## config.mk

```make
export PLATFORM = sky130hd
export DESIGN_NAME = regfile_read_arbiter
export DESIGN_NICKNAME = d
export VERILOG_FILES = /design/src/rtl/regfile_arb_pkg.sv /design/src/rtl/regfile_read_arbiter_rr_arbiter.sv /design/src/rtl/regfile_read_arbiter.sv
export SDC_FILE = /design/constraint.sdc
export NUM_CORES = 1
export LEC_CHECK = 0
export CORE_ASPECT_RATIO = 0.5
export CORE_MARGIN = 8
export CORE_UTILIZATION = 55
export CTS_BUF_LIST = sky130_fd_sc_hd__clkbuf_16
export DETAILED_ROUTE_END_ITERATION = 8
export DONT_BUFFER_PORTS = 1
export PLACE_DENSITY = 0.73
export SYNTH_ARGS = -nofsm -noshare
export SYNTH_HDL_FRONTEND = slang
export SYNTH_SLANG_ARGS = --single-unit
```

## constraint.sdc

```tcl
create_clock -name clk -period 1.9 [get_ports clk]
set_input_delay 0.285 -clock clk [delete_from_list [all_inputs] [get_ports clk]]
set_output_delay 0.285 -clock clk [all_outputs]
set_load 0.005 [all_outputs]
```

## src/rtl/regfile_arb_pkg.sv

```systemverilog
// regfile_arb_pkg
//   Shared constants and types for the register-file read-port arbiter.
//   REG_W / REG_ADDR_W / NUM_REGS describe the 32 x 32-bit register file.
//   ZERO_REG is the hard-wired zero register: reads of it always return 0.
package regfile_arb_pkg;

  localparam int REG_W      = 32;
  localparam int REG_ADDR_W = 5;
  localparam int NUM_REGS   = 32;

  typedef logic [REG_ADDR_W-1:0] reg_addr_t;
  typedef logic [REG_W-1:0]      reg_word_t;

  localparam reg_addr_t ZERO_REG = 5'd31;

  function automatic logic is_zero_reg(input reg_addr_t a);
    return (a == ZERO_REG);
  endfunction

endpackage

```

## src/rtl/regfile_read_arbiter_rr_arbiter.sv

```systemverilog
// rr_arbiter
//   Combinational round-robin arbiter. The requester at index ptr has the
//   highest priority, then ptr+1, ... wrapping modulo NREQ.
//   Ports:
//     req   [NREQ-1:0]  in   request vector
//     ptr   [PTR_W-1:0] in   index of the highest-priority requester
//     grant [NREQ-1:0]  out  one-hot grant, zero when req is zero
module rr_arbiter #(
  parameter  int NREQ  = 4,
  localparam int PTR_W = $clog2(NREQ)
) (
  input  logic [NREQ-1:0]  req,
  input  logic [PTR_W-1:0] ptr,
  output logic [NREQ-1:0]  grant
);

  // Rotate the request vector so bit 0 is the requester at ptr, isolate the
  // lowest set bit, then rotate back. The doubled vectors make the rotations
  // plain shifts.
  logic [2*NREQ-1:0] w_req_dbl;
  logic [2*NREQ-1:0] w_req_shr;
  logic [NREQ-1:0]   w_req_rot;
  logic [NREQ-1:0]   w_pick_rot;
  logic [2*NREQ-1:0] w_pick_dbl;
  logic [2*NREQ-1:0] w_pick_shl;

  assign w_req_dbl  = {req, req};
  assign w_req_shr  = w_req_dbl >> ptr;
  assign w_req_rot  = w_req_shr[NREQ-1:0];
  assign w_pick_rot = w_req_rot & (~w_req_rot + NREQ'(1));
  assign w_pick_dbl = {w_pick_rot, w_pick_rot};
  assign w_pick_shl = w_pick_dbl << ptr;
  assign grant      = w_pick_shl[2*NREQ-1:NREQ];

endmodule

```

## src/rtl/regfile_read_arbiter.sv

```systemverilog
// regfile_read_arbiter
//   Shares the single register-file read port between NREQ requesters.
//   Stage A grants one requester per cycle (round robin), stage S holds the
//   registered read select, stage R holds the captured word and owner ID.
//   A request accepted in cycle t is presented on rd_sel during t+1 and its
//   response is valid in t+2.
//   Optional feature macro: RFARB_WR_BYPASS_EN -- when defined, a write to
//   the register being read in stage S is forwarded into the response.
//   Ports:
//     clk, reset              clock, asynchronous active-high reset
//     req_valid/req_ready     per-requester handshake (req_ready one-hot/zero)
//     req_addr                per-requester register number
//     rd_sel / rd_data        shared read-mux select and returned word
//     wr_en/wr_addr/wr_data   register-file write port (bypass source)
//     resp_valid/resp_ready   response handshake
//     resp_id / resp_data     owner requester and read result
module regfile_read_arbiter
  import regfile_arb_pkg::*;
#(
  parameter int NREQ = 4,
  parameter int ID_W = 2
) (
  input  logic                  clk,
  input  logic                  reset,
  input  logic [NREQ-1:0]       req_valid,
  input  reg_addr_t [NREQ-1:0]  req_addr,
  output logic [NREQ-1:0]       req_ready,
  output reg_addr_t             rd_sel,
  input  reg_word_t             rd_data,
  input  logic                  wr_en,
  input  reg_addr_t             wr_addr,
  input  reg_word_t             wr_data,
  output logic                  resp_valid,
  input  logic                  resp_ready,
  output logic [ID_W-1:0]       resp_id,
  output reg_word_t             resp_data
);

  logic [ID_W-1:0] r_ptr;
  reg_addr_t       r_rd_sel_p1;
  logic            r_vld_p1;
  logic [ID_W-1:0] r_id_p1;
  logic            r_vld_p2;
  logic [ID_W-1:0] r_id_p2;
  reg_word_t       r_data_p2;

  logic [NREQ-1:0] w_grant;
  logic [ID_W-1:0] w_gid;
  logic [ID_W-1:0] w_ptr_nxt;
  logic            w_stall;
  logic            w_hs;
  reg_word_t       w_cap;

  // Stage A: combinational arbitration
  rr_arbiter #(.NREQ(NREQ)) u_rr_arbiter (
    .req   (req_valid),
    .ptr   (r_ptr),
    .grant (w_grant)
  );

  // A full S entry that cannot drain into a blocked R freezes the pipeline.
  assign w_stall   = r_vld_p2 & ~resp_ready & r_vld_p1;
  assign req_ready = (reset || w_stall) ? '0 : w_grant;
  assign w_hs      = ~reset & ~w_stall & (|w_grant);

  always_comb begin
    w_gid = '0;
    for (int i = 0; i < NREQ; i++) begin
      if (w_grant[i]) w_gid = ID_W'(i);
    end
  end

  assign w_ptr_nxt = (w_gid == ID_W'(NREQ - 1)) ? '0 : w_gid + ID_W'(1);

  // Word captured at the end of stage S. It is re-evaluated every cycle an
  // entry is held, so the value taken when S finally advances reflects the
  // latest write.
  always_comb begin
    w_cap = rd_data;
`ifdef RFARB_WR_BYPASS_EN
    if (wr_en && (wr_addr == r_rd_sel_p1)) w_cap = wr_data;
`endif
    if (is_zero_reg(r_rd_sel_p1)) w_cap = '0;
  end

`ifndef RFARB_WR_BYPASS_EN
  logic w_unused_wr;
  assign w_unused_wr = ^{wr_en, wr_addr, wr_data};
`endif

  always_ff @(posedge clk or posedge reset) begin
    if (reset) begin
      r_ptr       <= '0;
      r_rd_sel_p1 <= '0;
      r_vld_p1    <= 1'b0;
      r_id_p1     <= '0;
      r_vld_p2    <= 1'b0;
      r_id_p2     <= '0;
      r_data_p2   <= '0;
    end else if (!w_stall) begin
      // Stage S: registered select and owner
      if (w_hs) begin
        r_vld_p1    <= 1'b1;
        r_rd_sel_p1 <= req_addr[w_gid];
        r_id_p1     <= w_gid;
        r_ptr       <= w_ptr_nxt;
      end else begin
        r_vld_p1    <= 1'b0;
      end
      // Stage R: response registers
      if (r_vld_p1) begin
        r_vld_p2  <= 1'b1;
        r_id_p2   <= r_id_p1;
        r_data_p2 <= w_cap;
      end else if (resp_ready) begin
        r_vld_p2  <= 1'b0;
      end
    end
  end

  assign rd_sel     = r_rd_sel_p1;
  assign resp_valid = r_vld_p2;
  assign resp_id    = r_id_p2;
  assign resp_data  = r_data_p2;

endmodule

```

**Word-level counts from Yosys, hierarchy flattened**

Cells that the tools add are included.

- Add/sub/neg operators: 2
- Equal/unequal tests: 2
- Bitwise operators: 9
- Order comparisons: 1
- Shift-type cells: 2
- Mux-type cells: 11
- Reductions and logical operators: 6
- Divide/modulo/power cells: 0
- $mul: 0

Operator list:

| operator | number |
|---|---|
| $mux W32 | 1 |
| $bmux W5 S2 | 1 |
| $shl A8 B2 Y8 | 1 |
| $shr A8 B2 Y4 | 1 |
| $mux W2 | 3 |
| $reduce_and A2 Y1 | 3 |
| $eq A5 B5 Y1 const B | 1 |
| $mux W5 | 1 |
| $add A4 B1 Y4 const B | 1 |
| $and A1 B1 Y1 | 4 |
| $and A4 B4 Y4 | 1 |
| $mux W1 | 4 |
| $mux W4 | 1 |
| $not A4 Y4 | 1 |
| $reduce_or A4 Y1 | 1 |
| $lt A2 B3 Y1 const B | 1 |
| $not A1 Y1 | 3 |
| $add A2 B1 Y2 const B | 1 |
| $eq A2 B2 Y1 const B | 1 |
| $reduce_bool A2 Y1 | 1 |
| $logic_or A1 B1 Y1 | 1 |

- Memory bits (writable): 0
- Register bits: 45
- Logic and storage cells: 40
- Memories: 0
- Output and inout bits: 44
- Input port bits: 97
- Bits in latches: 0
- Bits in read-only memories: 0

**Logic depth before layout (Yosys ltp)**

- Word-level depth: 10
- Depth in mapped cells: 6
- Depth with buffers taken out: 5

**Modules after synthesis**

A second synthesis with hierarchy kept.

- Cells, all modules: 191
- Area total of the unflattened synthesis: 2,175.8 µm²

By module, submodules not included:

| module | area each (µm²) | seq. area each (µm²) | cells an instance | times used |
|---|---|---|---|---|
| regfile_read_arbiter | 2,077.0 | 1,126.1 | 175 | 1 |
| rr_arbiter | 98.8 | 0.0 | 16 | 1 |

**Worst setup path before layout**

OpenSTA, ideal clock, no wires.

- Path kind: input to register
- Start: in reset
- End: reg r_rd_sel_p1[0], in the netlist rd_sel[0]
- Buffers on the path: 0
- Data arrival time: 2,138 ps
- Data required time: 1,813 ps
- Stages: 5
- Library setup time: 87 ps
- Path slack: -325 ps
- Path through: inv_1 nand3_2 nor3_2 o221ai_1 o211ai_1

- Cells in the longest elaborated chain, start to end: 4

RTL lines:

| item | line | RTL |
|---|---|---|
| start, declared | regfile_read_arbiter.sv:24 | `input logic reset,` |
| $not A1 Y1 | regfile_read_arbiter.sv:64 | `assign w_hs = ~reset & ~w_stall & (\|w_grant);` |
| $and A1 B1 Y1 (2 in series) | regfile_read_arbiter.sv:64 |  |
| $reduce_and A2 Y1 (no line) | - |  |
| end signal, assigned | regfile_read_arbiter.sv:104 | `r_rd_sel_p1 <= req_addr[w_gid];` |
| end, declared | regfile_read_arbiter.sv:40 | `reg_addr_t r_rd_sel_p1;` |

Every way passes these cells.
A chain may end at the register's enable or synchronous reset.

**Worst setup path after layout**

- Start: reg r_ptr[1]
- End: out req_ready[1]

- Cells in the longest elaborated chain, start to end: 6

RTL lines:

| item | line | RTL |
|---|---|---|
| start, declared | regfile_read_arbiter.sv:39 | `logic [ID_W-1:0] r_ptr;` |
| start signal, assigned | regfile_read_arbiter.sv:106 | `r_ptr <= w_ptr_nxt;` |
| $shr A8 B2 Y4 | regfile_read_arbiter_rr_arbiter.sv:28 | `assign w_req_shr = w_req_dbl >> ptr;` |
| $not A4 Y4 | regfile_read_arbiter_rr_arbiter.sv:30 | `assign w_pick_rot = w_req_rot & (~w_req_rot + NREQ'(1));` |
| $add A4 B1 Y4 | regfile_read_arbiter_rr_arbiter.sv:30 |  |
| $and A4 B4 Y4 | regfile_read_arbiter_rr_arbiter.sv:30 |  |
| $shl A8 B2 Y8 * | regfile_read_arbiter_rr_arbiter.sv:32 | `assign w_pick_shl = w_pick_dbl << ptr;` |
| $mux W4 * | regfile_read_arbiter.sv:63 | `assign req_ready = (reset \|\| w_stall) ? '0 : w_grant;` |
| end, declared | regfile_read_arbiter.sv:27 | `output logic [NREQ-1:0] req_ready,` |

Every way passes the cells marked *; elsewhere a longest branch is shown, timed or not.

==> key figures <==
Run status
  • Status: complete, no violations

Logic synthesis
  • Post-synthesis register bit count: 45
  • Asr flop ratio synth: 100%
  • Area contributors post-synth: dfrtp_1 (59%), a22o_1 (15%), o221ai_1 (2.3%)
  • Post-synth top area cell: dfrtp_1
  • Post-Syn Area per Cell: about 12 sq um
  • Syn Std Cell Area: 1920 sq um
  • Netlist cell types: 31
  • Post-synthesis sequential area ratio: 58.7%
  • Count leader, synth: dfrtp_1
  • Syn nets: 255
  • Top-area cell type share of the netlist area: between 50 and 60%
  • Top post-synthesis cells by count: dfrtp_1 (45), a22o_1 (32), nand2_1 (9)
  • Yosys warning total: 0
  • Gate Count Post-Synth: 158
  • Number of synthesized flops with an enable pin: 0
  • Top_reg_cell synth: dfrtp_1

Global routing
  • Initial antenna violation count: 0
  • Global route overflow: 0
  • Gr usage total: around 16%
  • Largest net degree at the start of global routing: 47
  • First-pass GRT wire length: 7.43 mm
  • Vias in the first global route: approximately 1,400

Drt
  • Drt drc: 0
  • Antenna Nets Post-Route: 0
  • DR iter-0 viols: 35
  • Post-DR vias/cell: between 6 and 7
  • Via count: around 1,300
  • Post-Route WL: 4.70 mm
  • DR pass1 iterations: 4
  • WL per Instance: between 20 and 25 um

Cells and area
  • Final Util: between 60% and 70%
  • Area grow syn2layout: 10.2%
  • Final #Nets: around 260
  • # diodes: 0
  • Final instance area: between 2000 and 2500 sq um
  • # fillers: around 270
  • Layout cell share with drive strength beyond 1: about 14%
  • Final cell count without fillers: slightly above 200

Power and ir drop
  • Maximum VDD drop: 560 uV
  • Power Total: approximately 2.9 mW
  • Comb power frac: approximately 20%
  • Pint: 2.00 mW
  • Sw Pwr: 0.861 mW
  • Power Density: ~1400 nW/um^2
  • Leakage power: 0.952 nW
  • Clock network fraction of total power: roughly 28%
  • Flop pwr share: a little over half
  • Sw frac: a little under a third

Placement
  • Placed Instances: 196
  • # port buffers: 0
  • Placed Area: 1960 sq um
  • Final Wtd Congestion: approximately 0.77
  • Setup WS pre-CTS: 296 ps
  • Hpwl dp: approximately 3.5 mm

Setup path
  • Endpoint class of the critical path: output port
  • Worst Path Arrival: ~1500 ps
  • CP required: between 1500 and 2000 ps
  • CP max FO: 11
  • Start point of the critical path: r_ptr[1]
  • RR Endpoint: rd_sel[0]
  • CP endpoint: req_ready[1]
  • Worst r2r src: resp_valid
  • R2R depth: 5
  • Crit path kind: reg2out
  • CP startpoint kind: flip-flop
  • Flop2flop setup slack: roughly 280 ps

Die
  • Die Ht: about 58 um
  • Core ar.: 3380 sq um
  • Die footprint: 5750 sq um
  • # rows: 15
  • Top Ports: 141
  • Chip Width: 99.5 um
  • Initial Utilization: 56.7%

Run
  • Max-Cap Viols: 0

STA
  • Final Hold Violating Endpoints: 0
  • Fmax: approximately 570 MHz
  • Worst slew margin: 62.3%
  • RSZ-0062 raised after global routing: no
  • Final Setup Violations: 0
  • Final Cycle Share: 92.1%
  • Slew Limit Fails: 0
  • Period minus WS final: around 1700 ps
  • Final setup margin: ~150 ps
  • Worst Max-Slew Pin Slew: 565 ps
  • Setup TNS: 0 ps
  • Min Hold Slack: ~69 ps
  • Layout Skew: between 1.5 and 2 ps

Clocking
  • CTS H-tree depth: 2
  • CTS tree: done
  • Clock buffer depth: 2
  • CTS Hold Bufs: 0
  • Clock-pin slew on the worst setup and hold paths: ~60 ps
  • Clock sinks: 45
  • Root buf cell: clkbuf_16
  • Clock latency on the worst-skew pair: around 270 ps
  • Inserted Clock Buffers: 5

Hold path
  • Hold crit path type: in2async
==> cells by family after synthesis <==
family                 share of synthesized area [%]
and+or+nand+nor                                 9.07
muxes                                           1.17
buffers and inverters                           3.79
AOI/OAI and AO/OA                               27.2
DFF                                             58.7
==> flip-flops by register name (all words and copies together), names as in the netlist <==
register / cells
r_vld_p1: 1
resp_id: 2
r_ptr: 2
resp_valid: 1
resp_data: 32
rd_sel: 5
r_id_p1: 2
==> worst min path at each step <==
| stage | startpoint | endpoint | slack, ps | depth (start not counted) |
|---|---|---|---|---|
| 3_3_place_gp | reset | r_ptr[1] | 380 | 2 |
| 2_1_floorplan | reset | r_id_p1[0] | 310 | 1 |
| 5_1_grt | reset | r_ptr[1] | 120 | 2 |
| 4_1_cts | reset | r_ptr[1] | 90 | 2 |
| 6_report | reset | r_ptr[1] | 70 | 2 |
| 3_5_place_dp | reset | r_ptr[1] | 390 | 2 |
==> repair_timing <==
action	4_1_cts	5_1_grt
setup endpoints to repair	0	1
endpoints found under the hold margin	0	0
buffers inserted	0	1
resized for setup	0	2
==> critical path, stage by stage, from the launching register on <==
cell	delay, ps
dfrtp_2	480
o21ai_0	170
and3_1	330
and2_4	210
==> layout make-up <==
| type | count | area [sq um] | share of cell area [%] |
|---|---|---|---|
| multi-input cells | 99 | 728 | 34.5 |
| flip-flops and latches | 45 | 1130 | 53.4 |
| clock buffers | 5 | 125 | 5.92 |
| clock inverters | 2 | 11.3 | 0.533 |
| repair buffers | 6 | 45.0 | 2.13 |
| inverters | 5 | 22.5 | 1.07 |
| well taps | 42 | 52.6 | 2.49 |
==> cells in the final DEF, fill, tap and decap left out, drive strengths merged <==
master    Yosys  layout
buf           6       6
o21ai         4       4
a211oi        1       1
a31oi         1       1
nand3         1       1
or2b          1       1
a211o         2       2
mux2          2       2
a21oi         5       5
a22o         32      32
and3          4       4
clkinvlp      0       2
or4           1       1
dfrtp        45      45
o221ai        5       5
nand2         9       9
nand3b        2       2
nor2b         1       1
o21bai        1       1
o211ai        5       5
clkbuf        3       5
inv           5       4
o22ai         7       7
a311oi        1       1
nand2b        4       4
and2          2       2
nor2          5       5
nor3          1       1
a21o          2       2
clkinv        0       1
==> routing by layer <==
| layer | vias up | track usage (%) | routed length, um |
|---|---|---|---|
| met5 | - | 0 | 0 |
| met4 | 0 | 4.69 | 35 |
| met3 | 5 | 6.68 | 442 |
| met2 | 64 | 25.2 | 2180 |
| met1 | 648 | 19.8 | 2040 |
| li1 | 614 | - | - |
==> power by group through the flow <==
| stage | Combinational [mW] | Sequential [mW] | Clock (mW) |
|---|---|---|---|
| after floorplan | 0.503 | 1.41 | 0 |
| after global placement | 0.550 | 1.51 | 0 |
| after detailed placement | 0.567 | 1.52 | 0 |
| after CTS | 0.571 | 1.51 | 0.818 |
| after global routing | 0.644 | 1.54 | 0.849 |
| final | 0.571 | 1.50 | 0.790 |
(Power assumes the default switching activity.)
